<file path="config.mk">
export PLATFORM = sky130hd
export DESIGN_NAME = ireg_border_skew
export DESIGN_NICKNAME = d
export VERILOG_FILES = /design/src/rtl/ireg_border_skew.sv
export SDC_FILE = /design/constraint.sdc
export NUM_CORES = 1
export LEC_CHECK = 0
export BUFFER_PORTS_ARGS = -buffer_cell sky130_fd_sc_hd__buf_2
export CORE_UTILIZATION = 35
export DETAILED_ROUTE_END_ITERATION = 8
export SYNTH_ARGS = -nofsm -noshare
export SYNTH_HDL_FRONTEND = slang
export SYNTH_SLANG_ARGS = --single-unit
</file>
<file path="constraint.sdc">
create_clock -name clk -period 1.97 [get_ports clk]
set_clock_uncertainty 0.05 [all_clocks]
set_input_delay 0.591 -clock clk [delete_from_list [all_inputs] [get_ports clk]]
set_output_delay 0.591 -clock clk [all_outputs]
set_load 0.02 [all_outputs]
</file>
<file path="src/rtl/ireg_border_skew.sv">
// ireg_border_skew: west-edge input border buffer for the systolic array.
// Channel k is delayed 1+k*LAT beats so the PE rows see a diagonal wavefront.
module ireg_border_skew #(
  parameter int WIDTH = 8,
  parameter int CHAN  = 4,
  parameter int LAT   = 1
) (
  input  logic                  clk,
  input  logic                  rst_n,
  input  logic                  en,
  input  logic                  clr,
  input  logic                  i_valid,
  input  logic                  i_last,
  input  logic [CHAN*WIDTH-1:0] i_data,
  output logic [CHAN*WIDTH-1:0] o_data,
  output logic [CHAN-1:0]       o_valid,
  output logic                  o_last,
  output logic                  o_busy
);

  localparam int DL = 1 + (CHAN-1)*LAT;

  logic [CHAN-1:0] ch_busy;
  logic [DL-1:0]   lst;

  for (genvar k = 0; k < CHAN; k++) begin : g_ch
    localparam int D = 1 + k*LAT;

    logic [WIDTH-1:0] dat [D];
    logic [D-1:0]     vld;

    always_ff @(posedge clk or negedge rst_n) begin
      if (!rst_n) begin
        for (int j = 0; j < D; j++) dat[j] <= '0;
        vld <= '0;
      end else if (clr) begin
        for (int j = 0; j < D; j++) dat[j] <= '0;
        vld <= '0;
      end else if (en) begin
        // invalid beats enter as zero so idle PEs multiply by 0
        dat[0] <= i_valid ? i_data[k*WIDTH +: WIDTH] : '0;
        vld[0] <= i_valid;
        for (int j = 1; j < D; j++) begin
          dat[j] <= dat[j-1];
          vld[j] <= vld[j-1];
        end
      end
    end

    assign o_data[k*WIDTH +: WIDTH] = dat[D-1];
    assign o_valid[k]               = vld[D-1];
    assign ch_busy[k]               = |vld;
  end

  // last marker rides only the longest chain
  always_ff @(posedge clk or negedge rst_n) begin
    if (!rst_n) begin
      lst <= '0;
    end else if (clr) begin
      lst <= '0;
    end else if (en) begin
      lst[0] <= i_valid & i_last;
      for (int j = 1; j < DL; j++) lst[j] <= lst[j-1];
    end
  end

  assign o_last = lst[DL-1];
  assign o_busy = |ch_busy;

endmodule

</file>
==> results.py, run 1 <==
metrics = {
    "timing": {
        "finalSetupViolCount": 1,
        "final.setup.tns_ps": -63.5,
        "period_minus_slack_ps": 2030,
        "setup_ws_ps": -63.5,
        "fmax_ghz": 0.492,
        "rsz0062_at_grt": "true",
        "worst_pin_slew_ps": 749,
        "post-route-period-util_pct": 103,
        "final_hold_viol_count": 0,
        "slew_headroom_pct": 50.0,
        "slew_viol_final": 0,
    },
    "die": {
        "io_pins": 76,
        "die-area_sq_um": 11900,
        "die_y_um": 109,
        "rows": 38,
        "coreArea_sq_um": 11000,
        "die_width_um": 109,
        "start_util_pct": 36.4,
    },
    "power_and_ir_drop": {
        "combPwrFrac_pct": 8.7,
        "power-per-cell-area_nw_per_um2": 837,
        "seqPwrFrac_pct": 49.3,
        "p_sw_w": 0.000892,
        "p_int_w": 0.00290,
        "ir_worst_vdd_uv": 414,
        "clkPwrFrac_pct": 42.1,
        "switching_share_pct": 23.5,
        "leakage_nw": 2.31,
    },
    "synth": {
        "synthCells": 328,
        "ys_seq_elements": 88,
        "yosysSeqAreaShare_pct": 55.0,
        "ys_types": 18,
        "syn_area_per_cell_sq_um": 12.2,
        "netlist_area_sq_um": 4000,
        "syn_nets": 366,
        "ys_warn_count": 0,
    },
    "cells_and_area": {
        "final_nets": 416,
        "diodes": 0,
        "area_delta_synth_final_pct": 13.3,
        "drive_gt1_share_pct": 32.9,
    },
    "detailed_routing": {
        "vias_per_cell": 4.70,
        "drt_wl_total_um": 7240,
        "drcViolationCount": 0,
        "via_count": 2458,
        "ant_nets": 0,
        "wire_per_inst_um": 13.8,
        "drt_iter0_markers": 94,
        "first_pass_iters": 4,
    },
    "setup_path": {
        "cp-end-kind": "output pin",
        "cp.required_ps": 1330,
        "crit_arrival_ps": 1390,
        "reg2reg_slack_ps": 950,
        "worstSetupPathType": "reg -> out",
        "crit_fanout": 2,
        "critPathLaunchType": "register",
    },
    "run_status": {
        "violations": "negative setup slack",
        "status": "finished, violations left",
    },
    "clock_network": {
        "cts_made_buffers": 9,
        "clockBufferDepth": 2,
        "clk_latency_ps": 330,
        "cts_tree": "done",
        "cts_sinks": 88,
        "clk_pin_slew_ps": 60,
        "cts_max_level": 3,
        "clockRootBuffer": "clkbuf_16",
    },
    "grt": {
        "grt_usage_pct": 13.6,
        "grt_first_pass_wirelength_um": 12300,
        "grt_pass1_vias": 2467,
        "grt_max_degree": 56,
        "antenna_found_initial": 0,
        "grt-ovfl-total": 0,
    },
    "worst_hold_path": {
        "hold_class": "in -> async",
    },
    "placement": {
        "io_buffers": 75,
        "dp_slack_ps": 249,
        "gp_congestion": 0.708,
        "post-dp-hpwl_um": 4800,
    },
    "run": {
        "timing.max_cap.violations": 0,
    },
}
==> worst paths after layout <==
kind | start | to | cells past startpoint
max | g_ch[1].vld[0]$_DFFE_PN0P_ | o_busy | 2
min | rst_n | g_ch[3].dat[14]$_DFFE_PN0P_ | 2
max reg2reg | g_ch[1].vld[0]$_DFFE_PN0P_ | g_ch[1].vld[0]$_DFFE_PN0P_ | 4
min reg2reg | g_ch[0].dat[3]$_DFFE_PN0P_ | g_ch[0].dat[3]$_DFFE_PN0P_ | 1
max in group asynchronous | rst_n | g_ch[2].dat[9]$_DFFE_PN0P_ | 2
min in group clk | g_ch[0].dat[3]$_DFFE_PN0P_ | g_ch[0].dat[3]$_DFFE_PN0P_ | 1
==> power by group through the flow <==
stage	sequential (W)	clock [W]	combinational, W
detailed placement	0.00190	0	0.000326
CTS	0.00187	0.00166	0.000334
global placement	0.00190	0	0.000322
global route	0.00187	0.00173	0.000364
floorplan	0.00191	0	0.000227
finish	0.00187	0.00160	0.000329
==> per-layer routing <==
layer	vias up	GRT usage, %	wire length (um)
li1	1188	-	-
met1	1207	18.2	3460
met2	54	20.6	3280
met3	9	4.48	411
met4	0	4.92	89
met5	-	0	0
==> registers in the layout, indices dropped and copies added, names as in the netlist <==
| signal | count |
|---|---|
| lst | 4 |
| o_data | 24 |
| g_ch.dat | 56 |
| g_ch.vld | 4 |
==> cell type report <==
cell class	count	area, sq um
clock buffers	12	256
clock inverters	4	28.8
fillers	1043	6450
multi-input cells	190	1340
flip-flops and latches	88	2200
well taps	140	175
repair buffers	89	529
==> repair_timing <==
item                                    4_1_cts  5_1_grt
resized for setup                             3        0
endpoints found under the setup margin        1        1
cloned                                        0        0
hold buffers                                  0        0
setup buffers                                 2        1
hold endpoints to repair                      0        0
==> layout by cell type (no fill, tap or decap) <==
cell	count
a21oi_1	12
a21oi_2	10
a32o_1	11
buf_12	3
buf_2	72
buf_4	13
buf_6	1
clkbuf_1	1
clkbuf_16	9
clkbuf_8	2
clkinv_2	1
clkinv_4	1
clkinvlp_4	2
dfrtp_1	88
mux2i_1	55
nand2b_1	22
nand3_1	12
nand3_2	10
nor2_1	55
nor2_4	1
nor2b_1	1
or4_4	1
==> critical path: stages (launching register included) <==
cell and delay, ps:
dfrtp_1 380, or4_4 530, buf_6 150
==> synthesized netlist by cell type (all sizes together) <==
cell type  count  area [sq um]
a21oi         22           148
a32o          11           110
buf           46           447
clkbuf         4          15.0
dfrtp         88          2200
mux2i         55           551
nand2b        22           138
nand3         22           160
nor2          56           218
nor2b          1          6.26
or4            1          7.51
==> metrics by stage <==
stage	std cells	power (W)	util, %	cell area (sq um)	hold slack [ps]
floorplan	328	0.00213	-	4000	245
global placement	504	0.00222	38.4	4220	425
detailed placement	504	0.00223	38.4	4220	426
CTS	522	0.00386	41.2	4530	194
global route	523	0.00397	41.3	4530	211
finish	523	0.00380	41.3	4530	189
==> cells by family after synthesis <==
| family | synth area share, % |
|---|---|
| DFF | 55.0 |
| muxes | 13.8 |
| AOI/OAI and AO/OA | 6.44 |
| and+or+nand+nor | 13.2 |
| buffers and inverters | 11.5 |
Power figures use the tool's default switching activity.
==> run 2: changes to the inputs <==
--- a/config.mk
+++ b/config.mk
@@ -8,3 +8,3 @@
 export BUFFER_PORTS_ARGS = -buffer_cell sky130_fd_sc_hd__buf_2
-export CORE_UTILIZATION = 35
+export CORE_UTILIZATION = 40
 export DETAILED_ROUTE_END_ITERATION = 8
==> constraint.sdc (replaced) <==
create_clock -name clk -period 1.97 [get_ports clk]
set_clock_uncertainty 0.05 [all_clocks]
set_input_delay 0 -clock clk [delete_from_list [all_inputs] [get_ports clk]]
set_output_delay 0 -clock clk [all_outputs]
set_load 0.02 [all_outputs]
==> run 2 against run 1 <==
Effect of this change:
- the run now ends clean
- setup slack better by 550 ps
- flip-flop and latch count unchanged
- hold slack worse by 61 ps
- first-iteration DRC count down 7.4%
- via count up 4.0%
- register-to-register slack better by 230 ps
- non-clock buffer count up 27
- clock power down 15%
- largest cell class unchanged
==> results.py, run 2 (synthesis results as in run 1) <==
metrics = {
    "setup_path": {
        "critPathLaunchType": "register",
        "crit_arrival_ps": 1440,
        "r2r_start": "g_ch[1].vld[0]$_DFFE_PN0P_",
        "crit_fanout": 4,
        "worstSetupPathType": "reg -> out",
        "cp.required_ps": 1920,
        "reg2reg_depth": 2,
        "r2r-end": "g_ch[2].vld[1]$_DFFE_PN0P_",
        "cp-end-kind": "output pin",
        "reg2reg_slack_ps": 1180,
    },
    "cells_and_area": {
        "final_common_cell": "dfrtp_1",
        "final_cell_mix": "88 x dfrtp_1, 73 x buf_2, 55 x mux2i_1, 55 x nor2_1, 35 x dlygate4sd3_1",
        "area_delta_synth_final_pct": 18.1,
        "diodes": 0,
        "drive_gt1_share_pct": 28.8,
        "final_area_sq_um": 4730,
        "largest_reg_flops": 56,
        "final_nets": 443,
        "largest_register": "g_ch.dat",
    },
    "grt": {
        "grt_usage_pct": 15.0,
        "antenna_found_initial": 0,
        "grt_first_pass_wirelength_um": 12100,
        "grt-ovfl-total": 0,
        "grt_max_degree": 82,
        "grt_pass1_vias": 2511,
    },
    "timing": {
        "final_hold_viol_count": 0,
        "slew_headroom_pct": 49.4,
        "worst_pin_slew_ps": 758,
        "fmax_ghz": 0.672,
        "period_minus_slack_ps": 1490,
        "slew_viol_final": 0,
        "final.setup.tns_ps": 0,
        "finalSetupViolCount": 0,
        "rsz0062_at_grt": "false",
        "post-route-period-util_pct": 75.5,
    },
    "run": {
        "timing.max_cap.violations": 0,
    },
    "detailed_routing": {
        "via_count": 2556,
        "ant_nets": 0,
        "top_layer_used": "met4",
        "vias_per_cell": 4.71,
        "wl_met2_um": 3410,
        "first_pass_iters": 6,
        "drt_iter0_markers": 87,
        "met3_length_um": 250,
        "drt_wl_total_um": 7250,
        "wl_met1_um": 3470,
        "wire_per_inst_um": 13.4,
        "drcViolationCount": 0,
    },
    "clock_network": {
        "clk_latency_ps": 350,
        "post_cts_buffers": 0,
        "cts_max_level": 3,
        "clockBufferDepth": 2,
        "cts_made_buffers": 9,
        "cts_sinks": 88,
        "clockRootBuffer": "clkbuf_8",
        "cts_tree": "done",
        "clk_pin_slew_ps": 90,
    },
    "die": {
        "coreArea_sq_um": 9730,
        "die_y_um": 102,
        "die_width_um": 102,
        "io_pins": 76,
        "start_util_pct": 41.1,
        "rows": 36,
        "die-area_sq_um": 10400,
    },
    "worst_hold_path": {
        "hold_class": "in -> reg",
        "hold_path.startpoint": "i_valid",
        "hold_path_depth": 4,
        "hold_end": "g_ch[1].dat[13]$_DFFE_PN0P_",
    },
    "placement": {
        "post-dp-hpwl_um": 4340,
        "placed_area_sq_um": 4160,
        "io_buffers": 75,
        "gp_congestion": 0.676,
    },
    "power_and_ir_drop": {
        "power-per-cell-area_nw_per_um2": 759,
        "leakage_nw": 2.39,
        "ir_worst_vdd_uv": 374,
    },
    "run_status": {
        "status": "completed",
    },
}
==> run 2: cell count changes in the layout (fill, tap and decap cells not counted), sizes merged <==
cell / delta
clkinvlp: -2
buf: -8
bufinv: +2
clkbuf: -3
dlygate4sd3: +35
clkinv: +3
==> run 2: routing by layer <==
metal,GRT usage [%],vias up
li1,-,1237
met1,21.1,1253
met2,22.5,55
met3,3.08,11
met4,6.70,0
met5,0,-
==> run 2: worst max path at each step <==
stage | startpoint | slack, ps | depth (start not counted) | endpoint
2_1_floorplan | g_ch[2].vld[1]$_DFFE_PN0P_ | 830 | 1 | o_busy
3_3_place_gp | clr | 770 | 3 | g_ch[0].dat[0]$_DFFE_PN0P_
3_5_place_dp | clr | 690 | 3 | g_ch[0].dat[5]$_DFFE_PN0P_
4_1_cts | g_ch[1].vld[0]$_DFFE_PN0P_ | 470 | 2 | o_busy
5_1_grt | g_ch[1].vld[0]$_DFFE_PN0P_ | 440 | 2 | o_busy
6_report | g_ch[1].vld[0]$_DFFE_PN0P_ | 480 | 2 | o_busy
==> run 2: stage by stage <==
step | total power (W) | std cells | worst slack (ps) | utilization (%) | hold WS [ps]
after floorplan | 0.00213 | 328 | 829 | - | -346
after detailed placement | 0.00222 | 492 | 688 | 42.7 | -23.8
final | 0.00359 | 543 | 482 | 48.6 | 128
after CTS | 0.00364 | 543 | 466 | 48.6 | 116
after global routing | 0.00375 | 543 | 440 | 48.6 | 134
after global placement | 0.00221 | 492 | 775 | 42.7 | -28.9
==> run 2: power breakdown <==
group	leakage [nW]	switching, W	total [W]	internal, W
logic	1.06	0.000199	0.000362	0.000163
registers	1.21	0.0000221	0.00187	0.00184
clock network	0.113	0.000643	0.00136	0.000716
total	2.39	0.000864	0.00359	0.00272
==> run 2: worst max-delay path, cell delays in order (launching register included) <==
cell     delay [ps]
dfrtp_1         410
or4_1           510
buf_2           170
==> run 2: area by class of cell <==
class / count / area (sq um)
Clock buffer: 9 / 124
Sequential cell: 88 / 2200
Timing Repair Buffer: 116 / 801
Clock inverter: 7 / 96.3
Fill cell: 921 / 5000
Multi-Input combinational cell: 190 / 1340
Tap cell: 133 / 166
==> run 2: timing repair <==
item                                   CTS  global route
endpoints found under the hold margin   75             0
resized for setup                        0             0
hold buffers                            35             0
==> run 3: changes to the inputs <==
clock period = 1.2 ns   (was 1.97 ns; I/O delays follow)
==> run 3 against run 2 <==
Effect of this change:
- the flow now finishes with violations (negative setup slack)
- clock power grew 54%
- die area is the same
- non-clock buffer count grew 8
- global-route usage shrank 0.059 points
- critical path depth is the same
- core utilization grew 1.0 points
- sequential share of layout area shrank 0.98 points
- routed wire length grew 0.69%
- largest cell class unchanged
==> results.py, run 3 (synthesis results as in run 1) <==
metrics = {
    "cells_and_area": {
        "largest_register": "g_ch.dat",
        "n_fill_cell": 902,
        "final_nets": 451,
        "diodes": 0,
        "multiInputGateArea_sq_um": 1340,
        "final_common_cell": "dfrtp_1",
        "area_delta_synth_final_pct": 20.7,
        "register_area_sq_um": 2200,
        "drive_gt1_share_pct": 30.4,
        "fin_cells": 551,
        "largest_reg_flops": 56,
        "final_cell_mix": "88 x dfrtp_1, 73 x buf_2, 55 x mux2i_1, 55 x nor2_1, 34 x dlygate4sd3_1",
    },
    "power_and_ir_drop": {
        "ir_worst_vdd_uv": 542,
        "leakage_nw": 2.45,
        "power-per-cell-area_nw_per_um2": 1200,
    },
    "timing": {
        "slew_viol_final": 0,
        "rsz0062_at_grt": "true",
        "slew_headroom_pct": 47.3,
        "period_minus_slack_ps": 1450,
        "worst_pin_slew_ps": 789,
        "setup_ws_ps": -247,
        "fmax_ghz": 0.691,
        "holdWs_ps": 31.3,
        "final.setup.tns_ps": -247,
        "final_hold_viol_count": 0,
        "post-route-period-util_pct": 121,
        "finalSetupViolCount": 1,
    },
    "setup_path": {
        "cp-end-kind": "output pin",
        "crit_arrival_ps": 1400,
        "critPathLaunchType": "register",
        "cp.required_ps": 1150,
        "crit_fanout": 2,
        "worstSetupPathType": "reg -> out",
    },
    "detailed_routing": {
        "drcViolationCount": 0,
        "first_pass_iters": 4,
        "ant_nets": 0,
        "drt_iter0_markers": 72,
        "via_count": 2561,
        "wire_per_inst_um": 13.3,
        "vias_per_cell": 4.65,
        "drt_wl_total_um": 7300,
    },
    "placement": {
        "io_buffers": 75,
        "dp.cells": 499,
        "gp_congestion": 0.641,
        "post-dp-hpwl_um": 4510,
    },
    "clock_network": {
        "clockBufferDepth": 2,
        "clk_pin_slew_ps": 100,
        "cts_sinks": 88,
        "cts_tree": "done",
        "cts_resized": 0,
        "cts_max_level": 3,
        "clk_latency_ps": 340,
        "cts_made_buffers": 9,
        "clockRootBuffer": "clkbuf_8",
    },
    "die": {
        "die_y_um": 102,
        "rows": 36,
        "io_pins": 76,
        "die_width_um": 102,
        "die-area_sq_um": 10400,
        "coreArea_sq_um": 9730,
        "start_util_pct": 41.1,
    },
    "grt": {
        "grt_usage_pct": 15.0,
        "grt-ovfl-total": 0,
        "grt_pass1_vias": 2516,
        "antenna_found_initial": 0,
        "grt_first_pass_wirelength_um": 12000,
        "grt_max_degree": 49,
    },
    "run_status": {
        "status": "finished, violations left",
        "violations": "negative setup slack",
    },
    "run": {
        "timing.max_cap.violations": 0,
    },
    "worst_hold_path": {
        "hold_class": "in -> reg",
    },
}
-- run 3: cell count changes in the layout (fill, tap and decap cells not counted), sizes merged --
cell	previous run	this run
clkinv	5	2
bufinv	2	1
buf	81	90
dlygate4sd3	35	34
inv	0	4
-- run 3: final cells by class --
cell class	instances	share of cell area (%)
Clock buffer	9	2.57
Clock inverter	7	1.61
Multi-Input combinational cell	190	27.7
Sequential cell	88	45.6
Tap cell	133	3.45
Timing Repair Buffer	124	19.1
-- run 3: worst max-delay path, stage by stage (launching register included) --
cell     delay (ps)
dfrtp_1         380
or4_1           500
buf_2           170
-- run 3: path summary, 6_finish.rpt --
kind / from / to / slack, ps / cells past startpoint
worst min register to register: g_ch[0].dat[2]$_DFFE_PN0P_ / g_ch[0].dat[2]$_DFFE_PN0P_ / 440 / 1
worst min-delay path: en / g_ch[3].dat[29]$_DFFE_PN0P_ / 30 / 3
max in group asynchronous: rst_n / g_ch[2].dat[19]$_DFFE_PN0P_ / 530 / 3
worst max register to register: g_ch[2].vld[1]$_DFFE_PN0P_ / g_ch[3].vld[2]$_DFFE_PN0P_ / 310 / 3
worst max-delay path: g_ch[1].vld[0]$_DFFE_PN0P_ / o_busy / -250 / 2
min in group asynchronous: rst_n / g_ch[3].dat[10]$_DFFE_PN0P_ / 60 / 2
-- run 3: repair_timing --
item | CTS | global route
endpoints found under the setup margin | 1 | 1
hold endpoints to repair | 121 | 0
setup buffers | 2 | 0
hold buffers | 34 | 0
-- run 3: per-layer routing --
metal / GRT usage, % / up-vias / part of all wire (%) / wire length (um)
li1: - / 1261 / - / -
met5: 0 / - / 0 / 0
met3: 2.87 / 5 / 2.6 / 191
met4: 5.60 / 0 / 1.1 / 77
met2: 23.8 / 50 / 48 / 3520
met1: 20.4 / 1245 / 48 / 3510
-- run 3: through the flow --
step	total power [W]	setup WS [ps]	utilization, %	cell area [sq um]
2_1_floorplan	0.00350	59.0	-	4000
3_3_place_gp	0.00367	85.5	43.9	4270
3_5_place_dp	0.00368	39.9	43.9	4270
4_1_cts	0.00589	-271	49.6	4830
5_1_grt	0.00607	-300	49.6	4830
6_report	0.00580	-247	49.6	4830
-- run 3: where the power goes --
group	switching, W	internal [W]
clock	0.00110	0.000994
sequential	0.0000342	0.00303
combinational	0.000337	0.000303
